$ cat config.mk
export PLATFORM = sky130hd
export DESIGN_NAME = clk_enable_gen_flat
export DESIGN_NICKNAME = d
export VERILOG_FILES = /design/src/rtl/clk_gen_pkg.sv /design/src/rtl/clk_enable_gen_if.sv /design/src/rtl/clk_div_channel.sv /design/src/rtl/clk_enable_gen.sv /design/src/flat_wrapper.sv
export SDC_FILE = /design/constraint.sdc
export NUM_CORES = 1
export LEC_CHECK = 0
export ABC_AREA = 1
export BUFFER_PORTS_ARGS = -buffer_cell sky130_fd_sc_hd__buf_2
export CORE_UTILIZATION = 62
export DETAILED_ROUTE_END_ITERATION = 7
export GPL_TIMING_DRIVEN = 1
export PLACE_DENSITY_LB_ADDON = 0.1
export SKIP_CTS_REPAIR_TIMING = 1
export SYNTH_ARGS = -nofsm -noshare
export SYNTH_HDL_FRONTEND = slang
export SYNTH_HIERARCHICAL = 1
export SYNTH_SLANG_ARGS = --single-unit
$ cat constraint.sdc
create_clock -name clk_100MHz -period 3.2 [get_ports clk_100MHz]
set_input_delay 0.16 -clock clk_100MHz [delete_from_list [all_inputs] [get_ports clk_100MHz]]
set_output_delay 0.16 -clock clk_100MHz [all_outputs]
set_load 0.02 [all_outputs]
$ cat src/rtl/clk_gen_pkg.sv
// Shared constants and helpers for the clock-enable generator.
package clk_gen_pkg;
  localparam int DIV_W_DEF       = 27;
  localparam int MIN_DIV         = 2;
  localparam int DEFAULT_DIV_DEF = 100_000_000;

  function automatic int clog2(input int n);
    int r;
    r = 0;
    for (int i = 0; i < 31; i++)
      if ((1 << i) < n) r = i + 1;
    return r;
  endfunction

  // Channel-select width, never narrower than one bit.
  function automatic int sel_w(input int n);
    return (clog2(n) > 1) ? clog2(n) : 1;
  endfunction
endpackage

$ cat src/rtl/clk_enable_gen_if.sv
// Control and output bundle of clk_enable_gen.
interface clk_enable_gen_if #(
  parameter int NUM_CH = 4,
  parameter int DIV_W  = clk_gen_pkg::DIV_W_DEF
);
  localparam int SEL_W = clk_gen_pkg::sel_w(NUM_CH);

  logic [NUM_CH-1:0] ch_en;
  logic              sync_clr;
  logic              div_wr;
  logic [SEL_W-1:0]  div_sel;
  logic [DIV_W-1:0]  div_val;
  logic [NUM_CH-1:0] tick;
  logic [NUM_CH-1:0] sq_out;
  logic              div_err;

  modport master (
    output ch_en, sync_clr, div_wr, div_sel, div_val,
    input  tick, sq_out, div_err
  );
  modport slave (
    input  ch_en, sync_clr, div_wr, div_sel, div_val,
    output tick, sq_out, div_err
  );
endinterface

$ cat src/rtl/clk_div_channel.sv
// One divider channel: counter, active/shadow ratio, tick strobe and square wave.
module clk_div_channel
  import clk_gen_pkg::*;
#(
  parameter int DIV_W       = DIV_W_DEF,
  parameter int DEFAULT_DIV = DEFAULT_DIV_DEF
) (
  input  logic             clk_100MHz,
  input  logic             reset,
  input  logic             en,
  input  logic             sync_clr,
  input  logic             wr,
  input  logic [DIV_W-1:0] wr_val,
  output logic             tick,
  output logic             sq_out
);
  localparam logic [DIV_W-1:0] DIV_RST = DIV_W'(DEFAULT_DIV);
  localparam logic [DIV_W-1:0] ONE     = DIV_W'(1);

  logic [DIV_W-1:0] cnt, div_act, div_pend, div_nxt, half;
  logic             pend, wrap, apply, restart, set_hi;

  always_comb begin
    half    = div_act >> 1;
    wrap    = en && (cnt == div_act - ONE);
    set_hi  = (cnt == half - ONE);
    restart = sync_clr || !en || wrap;
    // Ratio changes only land where cnt restarts, so no runt periods.
    apply   = restart;
    div_nxt = wr ? wr_val : (pend ? div_pend : div_act);
  end

  always_ff @(posedge clk_100MHz or posedge reset) begin
    if (reset) begin
      cnt      <= '0;
      div_act  <= DIV_RST;
      div_pend <= DIV_RST;
      pend     <= 1'b0;
      tick     <= 1'b0;
      sq_out   <= 1'b0;
    end else begin
      if (wr) div_pend <= wr_val;
      if (apply) begin
        div_act <= div_nxt;
        pend    <= 1'b0;
      end else if (wr) begin
        pend    <= 1'b1;
      end
      tick <= wrap && !sync_clr;
      cnt  <= restart ? '0 : cnt + ONE;
      if (restart)     sq_out <= 1'b0;
      else if (set_hi) sq_out <= 1'b1;
    end
  end
endmodule

$ cat src/rtl/clk_enable_gen.sv
// Multi-channel clock-enable generator: write decode, error flag, channel array.
module clk_enable_gen
  import clk_gen_pkg::*;
#(
  parameter int NUM_CH      = 4,
  parameter int DIV_W       = DIV_W_DEF,
  parameter int DEFAULT_DIV = DEFAULT_DIV_DEF
) (
  input  logic             clk_100MHz,
  input  logic             reset,
  clk_enable_gen_if.slave  bus
);
  localparam int SEL_W = sel_w(NUM_CH);

  logic              wr_ok;
  logic [NUM_CH-1:0] ch_wr, tick_w, sq_w;

  always_comb begin
    wr_ok = bus.div_wr && (int'(bus.div_sel) < NUM_CH) &&
            (bus.div_val >= DIV_W'(MIN_DIV));
    for (int i = 0; i < NUM_CH; i++)
      ch_wr[i] = wr_ok && (bus.div_sel == SEL_W'(i));
  end

  always_ff @(posedge clk_100MHz or posedge reset) begin
    if (reset) bus.div_err <= 1'b0;
    else       bus.div_err <= bus.div_wr && !wr_ok;
  end

  for (genvar i = 0; i < NUM_CH; i++) begin : g_ch
    clk_div_channel #(.DIV_W(DIV_W), .DEFAULT_DIV(DEFAULT_DIV)) u_ch (
      .clk_100MHz (clk_100MHz),
      .reset      (reset),
      .en         (bus.ch_en[i]),
      .sync_clr   (bus.sync_clr),
      .wr         (ch_wr[i]),
      .wr_val     (bus.div_val),
      .tick       (tick_w[i]),
      .sq_out     (sq_w[i])
    );
  end

  assign bus.tick   = tick_w;
  assign bus.sq_out = sq_w;
endmodule

$ cat src/flat_wrapper.sv
// flat-port wrapper written by rule: the top's interface ports become plain ports
module clk_enable_gen_flat import clk_gen_pkg::*;
#(
  parameter int NUM_CH      = 4,
  parameter int DIV_W       = DIV_W_DEF,
  parameter int DEFAULT_DIV = DEFAULT_DIV_DEF
)
  (clk_100MHz, reset, bus_ch_en, bus_sync_clr, bus_div_wr, bus_div_sel, bus_div_val, bus_tick, bus_sq_out, bus_div_err);
  clk_enable_gen_if #(.NUM_CH(NUM_CH), .DIV_W(DIV_W)) bus_i ();
  input  logic clk_100MHz;
  input  logic reset;
  input wire logic [$bits(bus_i.ch_en)-1:0] bus_ch_en;
  input wire logic [$bits(bus_i.sync_clr)-1:0] bus_sync_clr;
  input wire logic [$bits(bus_i.div_wr)-1:0] bus_div_wr;
  input wire logic [$bits(bus_i.div_sel)-1:0] bus_div_sel;
  input wire logic [$bits(bus_i.div_val)-1:0] bus_div_val;
  output wire logic [$bits(bus_i.tick)-1:0] bus_tick;
  output wire logic [$bits(bus_i.sq_out)-1:0] bus_sq_out;
  output wire logic [$bits(bus_i.div_err)-1:0] bus_div_err;
  assign bus_i.ch_en = bus_ch_en;
  assign bus_i.sync_clr = bus_sync_clr;
  assign bus_i.div_wr = bus_div_wr;
  assign bus_i.div_sel = bus_div_sel;
  assign bus_i.div_val = bus_div_val;
  assign bus_tick = bus_i.tick;
  assign bus_sq_out = bus_i.sq_out;
  assign bus_div_err = bus_i.div_err;
  clk_enable_gen #(.NUM_CH(NUM_CH), .DIV_W(DIV_W), .DEFAULT_DIV(DEFAULT_DIV)) u_core (.clk_100MHz(clk_100MHz), .reset(reset), .bus(bus_i));
endmodule
==> impl_results.md <==
* Failing checks: negative hold slack
* Yosys top cell by area: dfrtp_1
* Synthesis Warnings at 6
* Synth top area cells: dfrtp_1 26%, nand2_1 19%, dfstp_2 11%
* Slew HR at 25.42%
* Met2 usage at 55.04%
* Worst-Skew Late Latency at 0.56 ns
* WHS at -0.01410 ns
* Starting Density at 63.41%
* First-pass GRT wire length at 103,100 um
* Synth async-reset ratio at 100.0%
* Final Hold Vio Count at 5
* Total die area at 0.03849 mm^2
* GRT Max-Usage Layer: met2
* H-tree Lvls at 2
* CTS Sinks at 337
* Final setup vio count at 0
* # nets final at between 3,000 and 4,000
* Clock Tree Buf Depth at 3
* Router iterations before antenna repair at 7
* Via-to-Cell Ratio at ~5.4
* Slew Viols, Final at 0
* PwrDens at 620.1 mW/mm^2
* Leak Pwr at 12.42 nW
* Largest net degree at the start of global routing at 66
* Detailed Place HPWL at 48,080 um
* Post-synthesis instance area at around 0.023 mm^2
* DRC Markers at 0
* Worst hold path class: input port to register
* Synth Flop Type: dfrtp_1
* Seq cells post-synth at 337
* WL/cell at 16.66 um
* Routing usage on met3 at 3.782%
* WP data arrival at 3.40 ns
* Status: finished, violations left
* Worst EP required at 3.64 ns
* Initial drt markers at 1,546
* Port buffer count at 45
* CTS tree: yes
* Commonest cells in the synthesized netlist: 1,154 x nand2_1, 416 x nor2_1, 306 x inv_1
* Area of the multi-input gates at between 0.01 and 0.015 mm^2
* Synthesized area per cell at a little over 7 um^2
* Core box area at 0.03687 mm^2
* Ports at 46
* Slew @ Worst Pin at about 1.1 ns
* Clock Root Buffer: clkbuf_16
* Worst-path clk slew at ~0.06 ns
* Maxcap violations at 0
* Fmax at ~340 MHz
* DIE WIDTH at 196.2 um
* Share of layout cells above drive strength 1 at between 10% and 20%
* Post-synth net total at between 3,000 and 4,000
* Setup Skew at between 0.01 and 0.015 ns
* Cells after Synth at 3,284
* Die height at a little under 200 um
* RD Place Congestion at 0.9944
* Inserted Clock Buffers at 37
* Share of the synthesized area in the top cell type at 25.79%
* Final Cycle Share at 92.69%
* CP startpoint kind: register
* Yosys cell types at 38
* FF+latch area at 0.008553 mm^2
* Post-synthesis sequential area ratio at 36.58%
* Gr usage total at 33.47%
* Count leader, synth: nand2_1
* Post-synth EDFFs at 0
* Area grow syn2layout at 8.856%
* CP Capture Type: register
* Fill cell count at 3,075
* Number of vias after detailed routing at 20,970
* Grt ovf at 0
* Total wire length at around 64,000 um
* Setup TNS at 0 ns
* Vias in the first global route at 20,180
* Critical path fanouts, max at 27
* Rows at 70
* GR Util met1 at 45.16%
* Initial antenna violation count at 2
* RSZ-0062 raised after global routing: false
* Critical path type: register to register
* Routed Antenna Nets at 0
* Tmin final at 2.966 ns
* Peak VDD IR at 0.5210 mV
[sequential cells by signal (all words and copies together) (netlist names)]
name / flops
u_core/g_ch.u_ch/pend: 4
u_core/g_ch.u_ch/div_act: 108
u_core/g_ch.u_ch/sq_out: 4
u_core/bus.div_err: 1
u_core/g_ch.u_ch/cnt: 108
u_core/g_ch.u_ch/div_pend: 108
u_core/g_ch.u_ch/tick: 4
[worst max-delay path, stage by stage, from the launching register on]
cell and delay (ns):
dfrtp_1 0.42, inv_1 0.14, ha_1 0.29, inv_1 0.13, nor2_2 0.18, nand3_1 0.19, clkinv_1 0.14, nand2_1 0.06
nand2_1 0.06, nand2_1 0.08, nand2_1 0.09, nand4_1 0.09, nor2_1 0.22, nand3_2 0.15, nand2_4 0.23, nand2_8 0.17
nand2_1 0.11, nand2_1 0.07
[per-stage QoR]
stage	worst slack, ns	power, mW	std cells	util, %	instance area, um^2
after CTS	0.05901	15.73	3819	68.06	25100
after global routing	0.001576	16.75	3854	69.03	25450
after global placement	0.1805	11.12	3752	64.65	23840
after detailed placement	0.1107	11.23	3752	64.65	23840
final	0.2340	15.78	3854	69.03	25450
after floorplan	0.9146	9.861	3284	-	23380
[power breakdown]
part	leakage, nW	internal, mW	total [mW]	switching, mW
sequential	4.21	5.00	5.80	0.800
clock	0.612	2.64	4.44	1.80
combinational	7.59	1.86	5.54	3.68
[placed cells by master (no fill, tap or decap), types with 7 or more instances in the layout]
master | netlist | routed
a31oi_1 | 8 | 8
buf_12 | 12 | 9
buf_2 | 36 | 45
buf_4 | 8 | 31
clkbuf_1 | 44 | 7
clkbuf_16 | 0 | 39
clkinv_2 | 0 | 10
dfrtp_1 | 241 | 241
dfstp_2 | 96 | 96
dlygate4sd3_1 | 0 | 24
ha_1 | 12 | 10
inv_1 | 306 | 302
inv_2 | 8 | 8
nand2_1 | 1154 | 1154
nand2_2 | 9 | 9
nand2_4 | 20 | 16
nand3_1 | 193 | 193
nand3_2 | 88 | 88
nand3b_1 | 9 | 9
nand4_1 | 60 | 60
nor2_1 | 416 | 415
nor2_2 | 56 | 57
nor2_4 | 36 | 36
nor3_1 | 60 | 60
nor4_1 | 8 | 8
o21ai_0 | 48 | 48
o21ai_1 | 20 | 20
o21bai_1 | 8 | 8
or2_2 | 8 | 8
xnor2_1 | 92 | 92
xor2_1 | 184 | 184
[logic make-up (layout without fill, tap and decap cells)]
logic type,count (synthesis),count (layout),share of synthesized area (%)
buffers and inverters,430,494,8.316
AO/OA/AOI/OAI,100,100,2.419
AND/OR/NAND/NOR,2129,2129,41.70
adder cells (fa/ha/maj),12,12,0.6421
flip-flops,337,337,36.58
other,0,2,0
XOR/XNOR,276,276,10.34
[per-layer routing]
layer	wire length, um	share of wire (%)
met5	0	0
met4	2620	4.1
met3	3525	5.5
met2	30080	47
met1	27990	44
[final timing paths]
path / slack [ns] / startpoint / end / cells past startpoint
setup / recovery: 0.23 / u_core/g_ch[0].u_ch/div_act[1] / u_core/g_ch[0].u_ch/div_act[19] / 17
hold / removal: -0.01 / bus_div_val[3] / u_core/g_ch[3].u_ch/div_pend[3] / 3
setup reg to reg: 0.23 / u_core/g_ch[0].u_ch/div_act[1] / u_core/g_ch[0].u_ch/div_act[19] / 17
hold reg to reg: 0.48 / u_core/g_ch[1].u_ch/div_pend[22] / u_core/g_ch[1].u_ch/div_pend[22] / 2
max in group asynchronous: 1.81 / reset / u_core/g_ch[2].u_ch/cnt[6] / 4
min in group asynchronous: 0.12 / reset / u_core/bus.div_err / 3
[final cells by class]
cell class	instances	share of cell area, %
clock buffers	49	4.100
repair buffers	109	3.451
clock inverters	18	0.8505
multi-input cells	2517	50.79
flip-flops and latches	337	33.61
well taps	504	2.478
diodes	2	0.01966
inverters	318	4.709
Power figures use the tool's default switching activity.
